`src/rtl/clock_set_controller.sv`:
```
// -----------------------------------------------------------------------------
// clock_set_controller
//
// Mode/edit sequencer for the digital clock datapath. Owns the RUN/SET state
// machine, gates the 1 Hz tick into the hh:mm:ss counter, loads edited
// hours/minutes into that counter, stores the alarm time and rings the alarm
// on an hh:mm:00 match.
//
// Optional feature macro: ALARM_SNOOZE_EN
//   Defined   : btn_inc while ringing in RUN snoozes the alarm for SNOOZE_MIN
//               minutes of tick_1hz_in pulses, after which it rings again.
//   Undefined : btn_inc in RUN is ignored and no snooze counter exists.
//
// Parameters
//   ALARM_SECONDS  ticks alarm_on stays high before auto-clear (1..255)
//   SNOOZE_MIN     snooze delay in minutes, snooze build only (1..59)
//
// Ports
//   clk            system clock, all logic on posedge
//   reset_n        asynchronous active-low reset
//   tick_1hz_in    one-clk pulse per second
//   btn_mode       debounced level, rising edge advances the FSM
//   btn_inc        debounced level, rising edge increments the field under edit
//   btn_alarm_off  debounced level, rising edge dismisses the alarm
//   cur_hours      live counter hours   (0..23)
//   cur_minutes    live counter minutes (0..59)
//   cur_seconds    live counter seconds (0..59)
//   tick_out       gated tick to the counter
//   load           one-clk pulse: counter takes load_hours/load_minutes, sec:=0
//   load_hours     edited hours
//   load_minutes   edited minutes
//   alarm_hours    stored alarm hours
//   alarm_minutes  stored alarm minutes
//   alarm_on       alarm ringing
//   mode_state     FSM state encoding for the display mux
//   edit_blink     blink phase for the field under edit
// -----------------------------------------------------------------------------
module clock_set_controller #(
   parameter int ALARM_SECONDS = 60,
   parameter int SNOOZE_MIN    = 5
) (
   input  logic       clk,
   input  logic       reset_n,
   input  logic       tick_1hz_in,
   input  logic       btn_mode,
   input  logic       btn_inc,
   input  logic       btn_alarm_off,
   input  logic [4:0] cur_hours,
   input  logic [5:0] cur_minutes,
   input  logic [5:0] cur_seconds,
   output logic       tick_out,
   output logic       load,
   output logic [4:0] load_hours,
   output logic [5:0] load_minutes,
   output logic [4:0] alarm_hours,
   output logic [5:0] alarm_minutes,
   output logic       alarm_on,
   output logic [2:0] mode_state,
   output logic       edit_blink
);

   typedef enum logic [2:0] {
      RUN      = 3'd0,
      SET_HR   = 3'd1,
      SET_MIN  = 3'd2,
      SET_AHR  = 3'd3,
      SET_AMIN = 3'd4
   } state_e;

   // Elaboration-time guard on the parameter ranges.
   if (ALARM_SECONDS < 1 || ALARM_SECONDS > 255) begin : g_bad_alarm_seconds
      $error("ALARM_SECONDS must be in 1..255");
   end
   if (SNOOZE_MIN < 1 || SNOOZE_MIN > 59) begin : g_bad_snooze_min
      $error("SNOOZE_MIN must be in 1..59");
   end

   localparam logic [7:0] ALARM_LAST = 8'(ALARM_SECONDS - 1);

   state_e     state_q, state_d;
   logic       btn_mode_q, btn_inc_q, btn_off_q;
   logic [4:0] load_hours_q, load_hours_d;
   logic [5:0] load_minutes_q, load_minutes_d;
   logic [4:0] alarm_hours_q, alarm_hours_d;
   logic [5:0] alarm_minutes_q, alarm_minutes_d;
   logic       load_q, load_d;
   logic       armed_q, armed_d;
   logic       blink_q, blink_d;
   logic       match_q;
   logic       alarm_on_q, alarm_on_d;
   logic [7:0] alarm_cnt_q, alarm_cnt_d;

`ifdef ALARM_SNOOZE_EN
   localparam logic [11:0] SNOOZE_TICKS = 12'(SNOOZE_MIN * 60);
   logic [11:0] snooze_cnt_q, snooze_cnt_d;
`endif

   logic mode_press, inc_press, off_press, match;

   function automatic logic [4:0] next_hours(input logic [4:0] h);
      return (h == 5'd23) ? 5'd0 : h + 5'd1;
   endfunction

   function automatic logic [5:0] next_minutes(input logic [5:0] m);
      return (m == 6'd59) ? 6'd0 : m + 6'd1;
   endfunction

   // Rising-edge detection; a simultaneous mode press swallows the inc press.
   assign mode_press = btn_mode & ~btn_mode_q;
   assign inc_press  = btn_inc & ~btn_inc_q & ~mode_press;
   assign off_press  = btn_alarm_off & ~btn_off_q;

   assign match = armed_q && (state_q == RUN) &&
                  (cur_hours == alarm_hours_q) && (cur_minutes == alarm_minutes_q) &&
                  (cur_seconds == 6'd0);

   // NOTE: every signal written here gets a default first, so no path can
   // leave one unassigned and infer a latch.
   always_comb begin
      state_d         = state_q;
      load_hours_d    = load_hours_q;
      load_minutes_d  = load_minutes_q;
      alarm_hours_d   = alarm_hours_q;
      alarm_minutes_d = alarm_minutes_q;
      load_d          = 1'b0;
      armed_d         = armed_q;
      blink_d         = blink_q;
      alarm_on_d      = alarm_on_q;
      alarm_cnt_d     = alarm_cnt_q;
`ifdef ALARM_SNOOZE_EN
      snooze_cnt_d    = snooze_cnt_q;
`endif

      // Mode/edit sequencing.
      if (mode_press) begin
         case (state_q)
            RUN: begin
               state_d        = SET_HR;
               load_hours_d   = cur_hours;
               load_minutes_d = cur_minutes;
            end
            SET_HR:  state_d = SET_MIN;
            SET_MIN: begin
               state_d = SET_AHR;
               load_d  = 1'b1;
            end
            SET_AHR: state_d = SET_AMIN;
            SET_AMIN: begin
               state_d = RUN;
               armed_d = 1'b1;
            end
            default: state_d = RUN;
         endcase
      end else if (inc_press) begin
         case (state_q)
            SET_HR:   load_hours_d    = next_hours(load_hours_q);
            SET_MIN:  load_minutes_d  = next_minutes(load_minutes_q);
            SET_AHR:  alarm_hours_d   = next_hours(alarm_hours_q);
            SET_AMIN: alarm_minutes_d = next_minutes(alarm_minutes_q);
            default: ;
         endcase
      end

      // Blink phase restarts at 0 on every state change and idles at 0 in RUN.
      if (mode_press || state_q == RUN) begin
         blink_d = 1'b0;
      end else if (tick_1hz_in) begin
         blink_d = ~blink_q;
      end

      // Ring timeout: the tick that reaches ALARM_SECONDS clears the alarm.
      if (alarm_on_q && tick_1hz_in) begin
         if (alarm_cnt_q == ALARM_LAST) begin
            alarm_on_d = 1'b0;
         end else begin
            alarm_cnt_d = alarm_cnt_q + 8'd1;
         end
      end

      if (alarm_on_q && off_press) begin
         alarm_on_d = 1'b0;
      end

`ifdef ALARM_SNOOZE_EN
      if (snooze_cnt_q != 12'd0 && tick_1hz_in) begin
         snooze_cnt_d = snooze_cnt_q - 12'd1;
         if (snooze_cnt_q == 12'd1) begin
            alarm_on_d  = 1'b1;
            alarm_cnt_d = 8'd0;
         end
      end
      if (state_q == RUN && alarm_on_q && inc_press) begin
         alarm_on_d   = 1'b0;
         snooze_cnt_d = SNOOZE_TICKS;
      end
      if (off_press || mode_press) begin
         snooze_cnt_d = 12'd0;
      end
`endif

      // A fresh match second starts a new ring window and supersedes any snooze.
      if (match && !match_q) begin
         alarm_on_d  = 1'b1;
         alarm_cnt_d = 8'd0;
`ifdef ALARM_SNOOZE_EN
         snooze_cnt_d = 12'd0;
`endif
      end

      // Leaving RUN always silences the alarm.
      if (mode_press) begin
         alarm_on_d = 1'b0;
      end
   end

   // NOTE: sequential state uses non-blocking assignments so every register
   // samples the values from before this edge.
   always_ff @(posedge clk or negedge reset_n) begin
      if (!reset_n) begin
         state_q         <= RUN;
         btn_mode_q      <= 1'b0;
         btn_inc_q       <= 1'b0;
         btn_off_q       <= 1'b0;
         load_hours_q    <= 5'd0;
         load_minutes_q  <= 6'd0;
         alarm_hours_q   <= 5'd0;
         alarm_minutes_q <= 6'd0;
         load_q          <= 1'b0;
         armed_q         <= 1'b0;
         blink_q         <= 1'b0;
         match_q         <= 1'b0;
         alarm_on_q      <= 1'b0;
         alarm_cnt_q     <= 8'd0;
`ifdef ALARM_SNOOZE_EN
         snooze_cnt_q    <= 12'd0;
`endif
      end else begin
         state_q         <= state_d;
         btn_mode_q      <= btn_mode;
         btn_inc_q       <= btn_inc;
         btn_off_q       <= btn_alarm_off;
         load_hours_q    <= load_hours_d;
         load_minutes_q  <= load_minutes_d;
         alarm_hours_q   <= alarm_hours_d;
         alarm_minutes_q <= alarm_minutes_d;
         load_q          <= load_d;
         armed_q         <= armed_d;
         blink_q         <= blink_d;
         match_q         <= match;
         alarm_on_q      <= alarm_on_d;
         alarm_cnt_q     <= alarm_cnt_d;
`ifdef ALARM_SNOOZE_EN
         snooze_cnt_q    <= snooze_cnt_d;
`endif
      end
   end

   // The tick passes straight through so the counter sees it in the same
   // cycle; reset_n is folded in so the output is also 0 while held in reset.
   assign tick_out = tick_1hz_in & reset_n &
                     ((state_q == RUN) || (state_q == SET_AHR) || (state_q == SET_AMIN));

   assign load          = load_q;
   assign load_hours    = load_hours_q;
   assign load_minutes  = load_minutes_q;
   assign alarm_hours   = alarm_hours_q;
   assign alarm_minutes = alarm_minutes_q;
   assign alarm_on      = alarm_on_q;
   assign mode_state    = state_q;
   assign edit_blink    = blink_q;

endmodule

```
`config.mk`:
```
export PLATFORM = sky130hd
export DESIGN_NAME = clock_set_controller
export DESIGN_NICKNAME = d
export VERILOG_FILES = /design/src/rtl/clock_set_controller.sv
export SDC_FILE = /design/constraint.sdc
export NUM_CORES = 1
export LEC_CHECK = 0
export BUFFER_PORTS_ARGS = -buffer_cell sky130_fd_sc_hd__buf_2
export CAP_MARGIN = 20
export CORE_ASPECT_RATIO = 1.4
export CORE_MARGIN = 1.5
export CORE_UTILIZATION = 39
export DETAILED_ROUTE_END_ITERATION = 10
export GPL_ROUTABILITY_DRIVEN = 0
export PLACE_DENSITY = 0.68
export SETUP_SLACK_MARGIN = 0.4
export SLEW_MARGIN = 30
export SYNTH_ARGS = -nofsm -noshare
export SYNTH_HDL_FRONTEND = slang
export SYNTH_SLANG_ARGS = --single-unit
```
`constraint.sdc`:
```
create_clock -name clk -period 3.6 [get_ports clk]
set_clock_uncertainty 0.15 [all_clocks]
set_input_delay 0.9 -clock clk [delete_from_list [all_inputs] [get_ports clk]]
set_output_delay 0.9 -clock clk [all_outputs]
set_load 0.03 [all_outputs]
```
==> metrics, run 1 <==
Mapped Area 0.002350 sq mm; Clk Latency, worst-skew pair 0.30 ns; Slew Viols, Final 0; Synth top area share 43.66%; Fmax 381.4 MHz; first-pass GRT wire length 8769 microns; Critical Path Start Type flip-flop; leak pwr 1.287 nW; io pins 52; RSZ-0062 raised after global routing false; CP Class reg2out; Mapped Nets 265; post-CTS sizing 0; via count 2008; Seq cells post-synth 41; WP buf/inv 1; worst hold-check path type reg2reg; final wirelength 5436 microns; gr ovfl total 0; status finished, final reports clean; Routed Antenna Nets 0; Nets 315; area grow syn2layout 16.03%; clock network fraction of total power 19.0%; Internal 0.9998 mW; CTS tree built; Synth area leaders dfrtp_1 44%, xor2_1 4.5%, nor2_1 3.7%, mux2_2 3.4%, nand2_1 3.4%; CP top delay family flip-flops; # port buffers 51; number of synthesized flops with an enable pin 0; worst vdd ir 0.4044 mV; Root Buffer clkbuf_8; Yosys cell types 53; maxcap violations 0; CP required 2.55 ns; CP endpoint kind output port; synthesized instance count 237; Post-CTS Setup Bufs 0; Die H 94.84 microns; placed cells 350; vias in the first global route 1935; Iter 0 DRT Violations 54; min cycle time layout 2.622 ns; Post-route DRC 0; Slew @ Worst Pin 0.5676 ns; Core Footprint 0.005822 sq mm; Switching Share 43.71%; die area 0.006506 sq mm; Std-Cell Rows 33; H-tree level count 2; Die W 68.60 microns; CTS Sinks 41; diode count 0; clk slew on worst S/H paths 0.08 ns; sequential share of power 42.0%; 1st-pass router iterations 6; CP Cell Sequence nand3b_1, o21ai_0, and3_1, buf_2; CP max FO 12; pwr dens 651.5 mW/mm^2; Switch Pwr 0.7764 mW; Crit path largest cell delay 0.60 ns; post-DP HPWL 4081 microns; Post-Layout Cell Count 358; drt wl/cell 15.18 microns; CTS Buf Count 5; initial antenna violation count 0; cell taking the most area after synthesis dfrtp_1; critical path's slowest cell dfrtp_1; yosys warns 0; CTS max path bufs 2; Data arrival, critical path 1.57 ns; CTS Hold Bufs 0; Overall Global Routing Usage 18.08%; Most used DFF post-synth dfrtp_1; final hold vios 0; power share of the combinational group 39.0%; layout cell share with drive strength beyond 1 26.39%; Setup TNS 0 ns; pin count of the biggest net entering global routing 42; Setup Viol. Count Final 0; final worst path period share 72.84%; Rel. slew slack 61.67%; Async S/R FF share, synth 100.0%; mean number of vias per cell 5.609; # fillers 577; Synth Area per Inst 9.915 sq um; post-synthesis sequential area ratio 43.66%; initial core utilization 40.36%
-- final cells by class --
type | instances | area [sq um] | share of cell area [%]
clock buffer | 7 | 96.34 | 3.534
clock inverter | 1 | 5.005 | 0.1836
inverter | 7 | 26.28 | 0.9637
multi-input combinational | 178 | 1207 | 44.29
sequential | 41 | 1026 | 37.63
tap | 70 | 87.58 | 3.212
timing repair buffer | 54 | 277.8 | 10.19
-- flip-flops by register name (all words and copies together), names as in the netlist --
name	count
btn_mode_q	1
mode_state	3
load	1
load_minutes	6
alarm_cnt_q	8
armed_q	1
alarm_minutes	6
match_q	1
btn_inc_q	1
btn_off_q	1
load_hours	5
alarm_on	1
edit_blink	1
alarm_hours	5
-- synth_stat cells (2+ instances only) --
cell type / n
a21oi_1: 5
a22o_1: 4
a22oi_1: 2
a31oi_1: 4
and2_1: 3
and3_1: 5
and4_1: 4
buf_2: 3
buf_4: 3
clkbuf_8: 2
dfrtp_1: 41
ha_1: 5
inv_1: 7
mux2_2: 7
mux2i_1: 4
nand2_1: 21
nand3_1: 8
nand3b_1: 2
nand4_1: 7
nor2_1: 23
nor2b_1: 3
nor3_1: 5
nor4_1: 3
o21ai_0: 11
o22ai_1: 3
o2bb2ai_1: 3
o31ai_1: 4
o41ai_1: 2
or3_1: 2
xnor2_1: 7
xor2_1: 12
-- metal layers --
metal,vias to the layer above,GRT usage [%],part of all wire (%)
met4,0,9.833,2.7
met5,-,0,0
met1,971,21.20,42
met3,12,3.933,5.0
met2,63,29.89,51
li1,962,-,-
-- cell usage in the layout, fill, tap and decap left out, types with 2 or more instances in the layout --
master     synthesis  final
nor4_1             3      3
clkbuf_8           2      7
o21ai_0           11     11
mux2_2             7      7
a22o_1             4      4
nor3_1             5      5
ha_1               5      5
o22ai_1            3      3
and4_1             4      4
o2bb2ai_1          3      3
xnor2_1            7      7
o31ai_1            4      4
nand2_1           21     21
or3_1              2      2
inv_1              7      7
a22oi_1            2      2
nor2_1            23     23
nor2b_1            3      3
a31oi_1            4      4
and3_1             5      5
mux2i_1            4      4
xor2_1            12     12
nand3_1            8      8
buf_4              3      3
nand3b_1           2      2
buf_2              3     51
o41ai_1            2      2
and2_1             3      3
nand4_1            7      7
a21oi_1            5      5
dfrtp_1           41     41
-- power by group through the flow --
stage	registers (mW)	logic (mW)	clock network, mW
floorplan	0.912	0.322	0
global placement	0.751	0.690	0
detailed placement	0.755	0.696	0
CTS	0.745	0.700	0.346
global route	0.770	0.755	0.362
finish	0.746	0.693	0.338
-- cell families (layout without fill, tap and decap cells) --
group	after synthesis	after routing	share of synthesized area, %
AND/OR/NAND/NOR	96	96	22.58
AO/OA/AOI/OAI	47	47	14.00
flip-flops	41	41	43.66
XOR/XNOR	19	19	7.082
buffers and inverters	18	69	4.952
multiplexers	11	11	5.059
adder cells (fa/ha/maj)	5	5	2.662
-- metrics by stage --
stage | instance area (sq um) | util (%) | setup WS (ns) | total power [mW] | hold slack (ns)
after floorplan | 2350 | - | 1.295 | 1.235 | 0.2733
after global placement | 2625 | 45.09 | 1.036 | 1.441 | 0.3173
after detailed placement | 2625 | 45.09 | 1.007 | 1.452 | 0.3164
after CTS | 2726 | 46.83 | 0.9840 | 1.791 | 0.3343
after global routing | 2726 | 46.83 | 0.8842 | 1.888 | 0.3444
final | 2726 | 46.83 | 0.9778 | 1.776 | 0.3341
-- final timing paths --
check                         startpoint              end  slack, ns  depth (start not counted)
max reg2reg                mode_state[1]   alarm_hours[3]       1.58                          4
max                        mode_state[1]         tick_out       0.98                          4
max in group asynchronous        reset_n  load_minutes[4]       2.40                          2
min                              armed_q          armed_q       0.33                          1
min in group asynchronous        reset_n   alarm_cnt_q[6]       0.52                          2
min reg2reg                      armed_q          armed_q       0.33                          1
Note: power is estimated with default switching activity, not from simulation.
==> inputs of run 2 (changes only) <==
--- a/config.mk
+++ b/config.mk
@@ -12,7 +12,7 @@
 export CORE_UTILIZATION = 39
 export DETAILED_ROUTE_END_ITERATION = 10
 export GPL_ROUTABILITY_DRIVEN = 0
-export PLACE_DENSITY = 0.68
+export PLACE_DENSITY = 0.7
 export SETUP_SLACK_MARGIN = 0.4
 export SLEW_MARGIN = 30
 export SYNTH_ARGS = -nofsm -noshare
==> constraint.sdc (replaced) <==
create_clock -name clk -period 2.23 [get_ports clk]
set_clock_uncertainty 0.15 [all_clocks]
set_input_delay 0.5575 -clock clk [delete_from_list [all_inputs] [get_ports clk]]
set_output_delay 0.5575 -clock clk [all_outputs]
set_load 0.03 [all_outputs]
==> run 2 against run 1 <==
  * Die area is the same
  * Core utilization up 2.5 points
  * Cell count up 3.6%
  * Routed wire length rose by 1.9%
  * Critical path depth unchanged
  * First-iteration DRC count rose by 70%
  * Register-to-register slack got worse by 1.2 ns
  * Largest power group is now combinational logic
==> metrics, run 2 (synthesis results as in run 1) <==
min cycle time layout 1.991 ns; CP endpoint kind output port; Core Footprint 0.005822 sq mm (unchanged); worst vdd ir 0.6018 mV (+49%); Clk Latency, worst-skew pair 0.30 ns (about the same); diode count 0 (unchanged); pin count of the biggest net entering global routing 42 (unchanged); Die W 68.60 microns (unchanged); commonest non-fill, non-tap cell in the layout buf_2; Slew Viols, Final 0 (unchanged); CTS Sinks 41 (unchanged); final worst path period share 89.30%; leak pwr 1.343 nW (+4.3%); post-DP HPWL 4100 microns (+0.47%); pre-CTS setup slack 0.1226 ns (-0.8845 ns); Fmax 502.2 MHz; mean number of vias per cell 5.396 (-3.8%); vias in the first global route 1962 (+1.4%); initial core utilization 40.36% (unchanged); # port buffers 51 (unchanged); CTS tree built; Largest Register alarm_cnt_q; CTS Buf Count 5 (unchanged); Setup TNS 0 ns (unchanged); Setup Viol. Count Final 0 (unchanged); CP Class reg2out; maxcap violations 0 (unchanged); final wirelength 5538 microns (+1.9%); first-pass GRT wire length 9170 microns (+4.6%); RSZ-0062 raised after global routing true; layout cell share with drive strength beyond 1 33.89% (+7.5 points); # fillers 557 (-3.5%); Nets 328 (+4.1%); CTS Hold Bufs 0 (unchanged); initial antenna violation count 0 (unchanged); Worst Slack Setup Final 0.2386 ns (-0.7392 ns); Data arrival, critical path 1.28 ns (-0.29 ns); drt wl/cell 14.93 microns (-1.7%); Slew @ Worst Pin 0.5425 ns (-0.02511 ns); via count 2002 (-0.30%); Critical Path Start Type flip-flop; Post-route DRC 0 (unchanged); H-tree level count 2 (unchanged); CP required 1.52 ns (-1.03 ns); final hold vios 0 (unchanged); Root Buffer clkbuf_8; Die H 94.84 microns (unchanged); io pins 52 (unchanged); status finished, final reports clean; Overall Global Routing Usage 18.63% (+0.54 points); Iter 0 DRT Violations 92 (+70%); pwr dens 1026 mW/mm^2 (+57%); Rel. slew slack 63.84% (+2.2 points); commonest cells after routing, fill and taps aside 50 x buf_2, 37 x dfrtp_1, 22 x nor2_1, 20 x nand2_1, 16 x buf_4; gr ovfl total 0 (unchanged); 1st-pass router iterations 4 (-2); area grow syn2layout 22.26%; Std-Cell Rows 33 (unchanged); worst hold-check path type in2async; CTS max path bufs 2 (unchanged); CP max FO 2 (-10); max reg flops 8 (unchanged); die area 0.006506 sq mm (unchanged); Routed Antenna Nets 0 (unchanged); clk slew on worst S/H paths 0.08 ns (about the same)
-- run 2: final cells by class --
type / instances / area (sq um) / share of cell area [%]
Clock buffer: 6 / 72.57 / 2.526
Clock inverter: 2 / 10.01 / 0.3484
Inverter: 7 / 26.28 / 0.9146
Multi-Input combinational cell: 178 / 1264 / 43.99
Sequential cell: 41 / 1031 / 35.89
Tap cell: 70 / 87.58 / 3.049
Timing Repair Buffer: 67 / 381.6 / 13.28
-- run 2: worst paths after layout --
path	depth (start not counted)	to	from	slack, ns
worst max register to register	5	alarm_minutes[5]	mode_state[0]	0.37
worst min-delay path	2	alarm_cnt_q[3]	reset_n	0.20
min in group clk	1	btn_inc_q	btn_inc	0.23
worst min register to register	1	armed_q	armed_q	0.34
max in group asynchronous	2	alarm_minutes[3]	reset_n	1.33
worst max-delay path	4	tick_out	mode_state[2]	0.24
-- run 2: worst max-delay path: stages, from the launching register on --
cell and delay, ns:
dfrtp_2 0.41, nand3b_1 0.19, o21ai_2 0.08, and3_4 0.19
buf_6 0.12
-- run 2: metal layers --
| layer | global-route usage [%] | share of wire [%] | wire length (microns) | up-vias |
|---|---|---|---|---|
| met3 | 4.052 | 3.7 | 207 | 6 |
| met5 | 0 | 0 | 0 | - |
| met4 | 6.833 | 1.3 | 71 | 0 |
| met1 | 23.35 | 42 | 2340 | 971 |
| li1 | - | - | - | 984 |
| met2 | 30.77 | 53 | 2918 | 41 |
-- run 2: what timing repair did --
| action | 4_1_cts | 5_1_grt |
|---|---|---|
| resized for setup | 6 | 11 |
| pin swaps | 1 | 4 |
| setup buffers | 7 | 2 |
| endpoints found under the setup margin | 3 | 16 |
-- run 2: power by group --
group          total (mW)  switching, mW  internal (mW)
clock               0.481          0.264          0.217
sequential           1.16          0.229          0.931
combinational        1.31          0.804          0.502
total                2.95           1.30           1.65
-- run 2: through the flow --
stage               util, %  instances  cell area [sq um]  total power, mW  hold slack, ns
finish                49.34        371               2873            2.947          0.1955
global route          49.34        371               2873            3.154          0.2256
CTS                   48.36        369               2815            2.934          0.2154
detailed placement    45.80        354               2666            2.363          0.3211
global placement      45.80        354               2666            2.346          0.3128
floorplan                 -        237               2369            2.003          0.1119
